==> src/rtl/mcmc_solver_ctrl.sv <==
// Iteration controller for the MCMC constraint solver.
// Holds the working assignment, requests one proposal per iteration from the
// probabilistic-search datapath, and commits accepted moves. It captures the
// first satisfying assignment and stops on success or when the iteration limit
// is reached. An 8-bit LFSR compared against pls0 picks random-walk or
// local-search mode for each request.
module mcmc_solver_ctrl #(
  parameter int          NUM_BOOL  = 4,
  parameter int          NUM_INT   = 4,
  parameter int          INT_W     = 8,
  parameter int          ITER_W    = 16,
  parameter logic [7:0]  LFSR_SEED = 8'hA5
) (
  input  logic                       clk,
  input  logic                       reset,
  input  logic                       start,
  input  logic [ITER_W-1:0]          max_iter,
  input  logic [7:0]                 in_pls0,
  input  logic [NUM_BOOL-1:0]        in_initial_boolean_assigmnets,
  input  logic [NUM_INT*INT_W-1:0]   in_initial_integer_assigmnets,
  input  logic                       in_initial_sat,
  output logic                       prop_req,
  output logic                       prop_mode,
  output logic [NUM_BOOL-1:0]        cur_boolean,
  output logic [NUM_INT*INT_W-1:0]   cur_integer,
  input  logic                       prop_ack,
  input  logic [NUM_BOOL-1:0]        prop_boolean,
  input  logic [NUM_INT*INT_W-1:0]   prop_integer,
  input  logic                       prop_accept,
  input  logic                       prop_sat,
  output logic                       busy,
  output logic                       done,
  output logic                       found,
  output logic [ITER_W-1:0]          iter_count,
  output logic [NUM_BOOL-1:0]        out_boolean_valid_solution,
  output logic [NUM_INT*INT_W-1:0]   out_integer_valid_solution
);

  typedef enum logic [1:0] {IDLE, REQ, GAP, DONE} state_t;

  // An all-zero seed would lock the LFSR, so substitute 1.
  localparam logic [7:0] LFSR_INIT = (LFSR_SEED == 8'h00) ? 8'h01 : LFSR_SEED;

  state_t            state_q, state_d;
  logic [7:0]        lfsr_q;
  logic [7:0]        pls0_q;
  logic [ITER_W-1:0] max_q;
  logic [ITER_W-1:0] iter_next;
  logic              hit_sat;
  logic              hit_limit;

  assign iter_next = iter_count + ITER_W'(1);
  assign hit_sat   = prop_accept & prop_sat;
  assign hit_limit = (max_q != '0) && (iter_next == max_q);

  // State register.
  // NOTE: sequential state uses non-blocking (<=) so every flop samples
  // pre-edge values; blocking here would create order-dependent races.
  always_ff @(posedge clk or posedge reset) begin
    if (reset) state_q <= IDLE;
    else       state_q <= state_d;
  end

  // Next-state logic: one proposal handshake per iteration, GAP between.
  // NOTE: state_d gets a default before the case so no path leaves it
  // unassigned, which would otherwise infer a latch.
  always_comb begin
    state_d = state_q;
    case (state_q)
      IDLE: if (start) state_d = in_initial_sat ? DONE : REQ;
      REQ: begin
        if (prop_ack) begin
          if (hit_sat || hit_limit) state_d = DONE;
          else                      state_d = GAP;
        end
      end
      GAP:     state_d = REQ;
      DONE:    state_d = IDLE;
      default: state_d = IDLE;
    endcase
  end

  // Output decode: handshake and status strobes straight from the state.
  always_comb begin
    prop_req  = (state_q == REQ);
    prop_mode = (state_q == REQ) && (lfsr_q < pls0_q);
    busy      = (state_q == REQ) || (state_q == GAP);
    done      = (state_q == DONE);
  end

  // Datapath: latch the job on start, commit accepted moves, capture solution.
  always_ff @(posedge clk or posedge reset) begin
    if (reset) begin
      cur_boolean                <= '0;
      cur_integer                <= '0;
      pls0_q                     <= '0;
      max_q                      <= '0;
      iter_count                 <= '0;
      found                      <= 1'b0;
      out_boolean_valid_solution <= '0;
      out_integer_valid_solution <= '0;
    end else begin
      case (state_q)
        IDLE: begin
          if (start) begin
            cur_boolean <= in_initial_boolean_assigmnets;
            cur_integer <= in_initial_integer_assigmnets;
            pls0_q      <= in_pls0;
            max_q       <= max_iter;
            iter_count  <= '0;
            found       <= in_initial_sat;
            if (in_initial_sat) begin
              out_boolean_valid_solution <= in_initial_boolean_assigmnets;
              out_integer_valid_solution <= in_initial_integer_assigmnets;
            end
          end
        end
        REQ: begin
          if (prop_ack) begin
            iter_count <= iter_next;
            if (prop_accept) begin
              cur_boolean <= prop_boolean;
              cur_integer <= prop_integer;
            end
            // A satisfying proposal that was rejected is deliberately dropped.
            if (hit_sat) begin
              out_boolean_valid_solution <= prop_boolean;
              out_integer_valid_solution <= prop_integer;
              found                      <= 1'b1;
            end
          end
        end
        default: ;
      endcase
    end
  end

  // Mode LFSR: Fibonacci taps 8,6,5,4; advances once per GAP cycle only.
  always_ff @(posedge clk or posedge reset) begin
    if (reset)                lfsr_q <= LFSR_INIT;
    else if (state_q == GAP)  lfsr_q <= {lfsr_q[6:0], lfsr_q[7] ^ lfsr_q[5] ^ lfsr_q[4] ^ lfsr_q[3]};
  end

endmodule

==> config.mk <==
export PLATFORM = sky130hd
export DESIGN_NAME = mcmc_solver_ctrl
export DESIGN_NICKNAME = d
export VERILOG_FILES = /design/src/rtl/mcmc_solver_ctrl.sv
export SDC_FILE = /design/constraint.sdc
export NUM_CORES = 1
export LEC_CHECK = 0
export CORE_MARGIN = 1.5
export CORE_UTILIZATION = 51
export CTS_BUF_LIST = sky130_fd_sc_hd__clkbuf_4
export CTS_CLUSTER_SIZE = 25
export DETAILED_ROUTE_END_ITERATION = 10
export PLACE_DENSITY = 0.87
export SYNTH_ARGS = -nofsm -noshare
export SYNTH_HDL_FRONTEND = slang
export SYNTH_SLANG_ARGS = --single-unit
export TNS_END_PERCENT = 50
==> constraint.sdc <==
create_clock -name clk -period 10.4 [get_ports clk]
set_input_delay 2.6 -clock clk [delete_from_list [all_inputs] [get_ports clk]]
set_output_delay 2.6 -clock clk [all_outputs]
set_load 0.05 [all_outputs]
Word level (Yosys, flattened, before mapping)
Cells that the tools add are included.
{"block": "totals", "ff_bits": 123, "latch_bits": 0, "ram_bits": 0, "mem_bits_ro": 0, "inputBits": 103, "wordCells": 68, "memories": 0}
{"block": "op_classes", "addsub": 1, "mul": 0, "div_mod_pow": 0, "order_cmp": 1, "n_eq_ne": 9, "n_shift": 0, "mux": 30, "bitwise": 4, "n_reduce_logical": 13}
{"cell": "$mux 32", "n": 7}
{"cell": "$pmux 32 s2", "n": 2}
{"cell": "$mux 16", "n": 2}
{"cell": "$pmux 16 s2", "n": 1}
{"cell": "$mux 4", "n": 7}
{"cell": "$add 16x1->16 const B", "n": 1}
{"cell": "$eq 16x16->1", "n": 1}
{"cell": "$pmux 4 s2", "n": 2}
{"cell": "$reduce_bool 16->1", "n": 1}
{"cell": "$lt 8x8->1", "n": 1}
{"cell": "$pmux 2 s4", "n": 1}
{"cell": "$reduce_and 4->1", "n": 2}
{"cell": "$mux 2", "n": 3}
{"cell": "$ne 2x1->1 const B", "n": 3}
{"cell": "$reduce_and 5->1", "n": 1}
{"cell": "$eq 2x2->1 const B", "n": 2}
{"cell": "$mux 1", "n": 4}
{"cell": "$ne 2x2->1 const B", "n": 2}
{"cell": "$reduce_and 2->1", "n": 2}
{"cell": "$reduce_and 3->1", "n": 1}
{"cell": "$xor 1x1->1", "n": 3}
{"cell": "$eq 2x1->1 const B", "n": 1}
{"cell": "$logic_and 1x1->1", "n": 2}
{"cell": "$logic_not 2->1", "n": 1}
{"cell": "4 further kinds", "n": 5}

Depth between registers and ports, before layout
{"block": "depth", "depth_word": 7, "depth_mapped": 11, "ltp_nobuf": 8}

Least setup slack after synthesis
No wires, ideal clock.
{"block": "synth_timing", "path_type": "register -> output", "from": "reg state_q[1]", "to": "out prop_mode", "arrival_time_ps": 2379, "slack_ps": 5421, "stages_incl_launch_ff": 7, "path_buffers": 1, "cell_sequence": "dfrtp_1 inv_1 ha_1 buf_2 inv_1 a211o_1 a31oi_1"}
{"block": "synth_between", "elab_chain_cells": 2}
{"element": "from (decl)", "line_no": "44", "source": "state_t state_q, state_d;"}
{"element": "from (signal assigned)", "line_no": "61", "source": "else state_q <= state_d;"}
{"element": "$eq 2x1->1"}
{"element": "named net prop_req", "line_no": "22", "source": "output logic prop_req,"}
{"element": "$logic_and 1x1->1", "line_no": "86", "source": "prop_mode = (state_q == REQ) && (lfsr_q < pls0_q);"}
{"element": "to (decl)", "line_no": "23", "source": "output logic prop_mode,"}
The timed path passes the listed nets, and every way through them passes these cells.

Worst setup path after layout
{"block": "layout_timing", "from": "reg lfsr_q[1]", "to": "out prop_mode"}
{"block": "layout_between", "elab_chain_cells": 2}
{"element": "from (decl)", "line_no": "45", "source": "logic [7:0] lfsr_q;"}
{"element": "from (signal assigned)", "line_no": "141", "source": "else if (state_q == GAP) lfsr_q <= {lfsr_q[6:0], lfsr_q[7] ^ lfsr_q[5] ^ lfsr_q[4] ^ lfsr_q[3]};"}
{"element": "$lt 8x8->1", "line_no": "86"}
{"element": "$logic_and 1x1->1", "line_no": "86"}
Every way passes these cells.

==> impl_summary.txt <==
----------------------------------------------------
[Outcome]
  Status ... finished, final reports clean

[Place]
  Input/output buffers ... 195
  Gp weighted congestion ... slightly above 0.8
  Post-detailed-placement half-perimeter wirelength ... 11800 um

[Critical path]
  Worst reg2reg endpoint ... cur_integer[13]
  Depth of the most critical reg-to-reg path ... 9
  Slowest CP cell ... clkdlybuf4s50_1
  Crit path max-delay family ... compound AO/OA/AOI/OAI gates
  Largest stage delay, worst path ... 0.82 ns
  Critical path cell sequence ... ha_1 -> a21o_1 -> a21o_1 -> a211oi_1 -> o21bai_1 -> a31oi_1 -> clkdlybuf4s50_1
  Worst-case register-to-register setup slack ... 7.62 ns
  Crit path buffers/inverters ... 1
  Origin of the critical flop-to-flop path ... state_q[0]
  Cell repeated most along the worst path ... a21o_1
  Type of the setup path with the least slack ... reg -> out
  Required time reported for the critical path endpoint ... about 7.8 ns
  Kind of launch point of the worst setup path ... flip-flop
  Max Fanout on Critical Path ... 3
  Data arrival, critical path ... 2.96 ns
  Setup crit end kind ... output port

[Final layout]
  Layout cell share with drive strength beyond 1 ... a little over a tenth
  Most common cell after layout, fill and taps aside ... clkdlybuf4s50_1
  Net count reported at finish ... 861
  Area growth from synthesis to layout ... 38.2%
  Number of antenna diodes ... 0
  Commonest cells after routing, fill and taps aside ... 195 x clkdlybuf4s50_1, 119 x dfrtp_1, 89 x nor2_1

[Pwr]
  Cell Pwr Density ... 364 nW/um^2
  VDD IR max ... 0.263 mV
  Leakage dissipation ... around 3.3 nW

[STA]
  Final hold violations ... 0
  Shortest period the worst path allows ... 5.56 ns
  Fin crit share ... 53.5%
  Transition time of the tightest slew-check pin ... 1.13 ns
  Remaining max-slew budget at the tightest pin ... 24.6%
  Setup TNS after final layout ... 0 ns
  Post-Route Skew ... 0.0183 ns
  Worst hold-check slack ... 0.512 ns
  Setup Viol. Count Final ... 0
  Unrepaired setup endpoints after global routing ... false
  Final number of max-transition violations ... 0
  F_max ... 180 MHz

[Die]
  Die boundary height ... 110 um
  Die Area ... 12200 sq um
  Rows ... 38
  Placeable core region ... about 11000 sq um
  Starting density of the core ... 53.2%
  DIE WIDTH ... 110 um
  IO Count ... 196

[Synth]
  Fraction of registers with async set/reset ... 100%
  Post-synthesis area per instance ... 10.5 sq um
  Synthesized instance count ... 559
  Number of warnings issued by yosys ... 0
  Seq/Total Area, Yosys ... 52.5%
  Largest area contributor in the synthesized netlist ... dfrtp_1
  Number of storage elements in the synthesis netlist ... 123
  Nets in the synthesized netlist ... 675
  Netlist cell types ... 50
  EDFF count, synth ... 0
  Largest cells by area after synthesis ... dfrtp_1 51%, a21oi_1 7.0%, mux2i_1 7.0%
  Area of the mapped netlist ... around 5900 sq um
  Post-synth top area share ... between 50% and 60%
  Main flop type after synthesis ... dfrtp_1

[Clocking]
  Clock buffer count from CTS ... 17
  Root Driver ... clkbuf_4
  Post-CTS repair timing setup buffer count ... 0
  Count of instances resized after the clock tree is built ... 0
  Clock tree from TritonCTS ... done
  CTS H-tree depth ... 4
  Number of clock sinks ... 123
  Maximum number of buffers from clock root to sink ... 2
  Register clock-pin slew on the reported worst setup and hold paths ... 0.09 ns
  # hold bufs at CTS ... 0
  Worst skew pair latency ... 0.55 ns

[Min path]
  HP Class ... reg -> reg
  Hold Path Origin ... pls0_q[6]
  Worst hold stages ... 1
  Capture endpoint of the worst hold path ... pls0_q[6]

[Drt]
  Post-route DRC violation count ... 0
  Total via count after detailed routing ... 4993
  DR WL/cell ... 18.2 um
  Number of antenna-violating nets in the routed design ... 0
  DRT Pass-1 Iters ... 5
  Wirelength, routed ... 16300 um
  Detailed Route Iter0 Violations ... 206
  DR vias/cell ... 5.56

[GRT]
  Overflow left after global routing ... 0
  Largest net degree at the start of global routing ... 73
  Global-route wire length before repair ... between 20000 and 30000 um
  Total routing resource utilization after global routing ... 28.2%
  Number of global-route vias before repair ... 5254
  Antenna violations before repair ... 0

[Job]
  Number of violations of the max-capacitance limit ... 0

----------------------------------------------------
synth_stat cells (2+ instances only):
master / n
dfrtp_1: 119
nor2_1: 89
a21oi_1: 82
mux2i_1: 41
mux2_2: 31
nand2_1: 22
xnor2_1: 21
o21ai_0: 16
clkbuf_1: 15
inv_1: 15
ha_1: 13
buf_2: 12
o31ai_1: 8
nand3_1: 7
xor2_1: 6
nand4_1: 5
nor3_1: 5
nor4_1: 5
buf_4: 4
dfstp_2: 4
a21o_1: 3
o22ai_1: 3
o41ai_1: 3
a22o_1: 2
and3_1: 2
nand2b_1: 2
final cells by class:
cell class                      count  area [sq um]
Clock buffer                       25           188
Clock inverter                      7          30.0
Fill cell                         755          2930
Inverter                           15          58.8
Multi-Input combinational cell    389          2590
Sequential cell                   123          3080
Tap cell                          140           175
Timing Repair Buffer              199          1980
per-layer routing:
layer | up-vias | global-route usage [%] | part of all wire, %
met5 | - | 0 | 0
met3 | 42 | 13.5 | 11
li1 | 2325 | - | -
met4 | 0 | 13.3 | 3.0
met2 | 209 | 46.8 | 49
met1 | 2417 | 30.4 | 37
power breakdown:
part	total (mW)	switching, mW	internal (mW)
clock	0.279	0.168	0.111
sequential	0.865	0.158	0.706
combinational	1.80	1.16	0.647
worst max path at each step:
stage	from	endpoint	slack [ns]	depth (start not counted)
floorplan	reset	cur_boolean[0]	4.54	1
global placement	lfsr_q[1]	prop_mode	5.48	7
detailed placement	lfsr_q[1]	prop_mode	5.40	7
CTS	lfsr_q[1]	prop_mode	4.75	7
global route	lfsr_q[1]	prop_mode	4.67	7
finish	lfsr_q[1]	prop_mode	4.84	7
kinds of logic after synthesis:
family	count (synthesis)	share of synthesized area [%]
compound gates	129	12.7
xor+xnor	27	4.03
fa+ha+maj	13	2.77
buf+inv	47	3.52
flops	123	52.5
mux	72	12.9
simple gates	148	11.5
state kept, by name, indices dropped and copies added (netlist names), 4 cells and up:
signal	cells
lfsr_q	8
max_q	16
cur_boolean	4
cur_integer	32
pls0_q	8
iter_count	16
out_integer_valid_solution	32
out_boolean_valid_solution	4
stage by stage:
| stage | instances | setup slack [ns] | area, sq um | power, mW | utilization [%] |
|---|---|---|---|---|---|
| after floorplan | 559 | 4.54 | 5870 | 2.12 | - |
| final | 898 | 4.84 | 8110 | 2.95 | 73.5 |
| after global placement | 866 | 5.48 | 7890 | 2.60 | 71.5 |
| after global routing | 898 | 4.67 | 8110 | 3.13 | 73.5 |
| after detailed placement | 866 | 5.40 | 7890 | 2.67 | 71.5 |
| after CTS | 898 | 4.75 | 8110 | 2.96 | 73.5 |
Power figures use the tool's default switching activity.
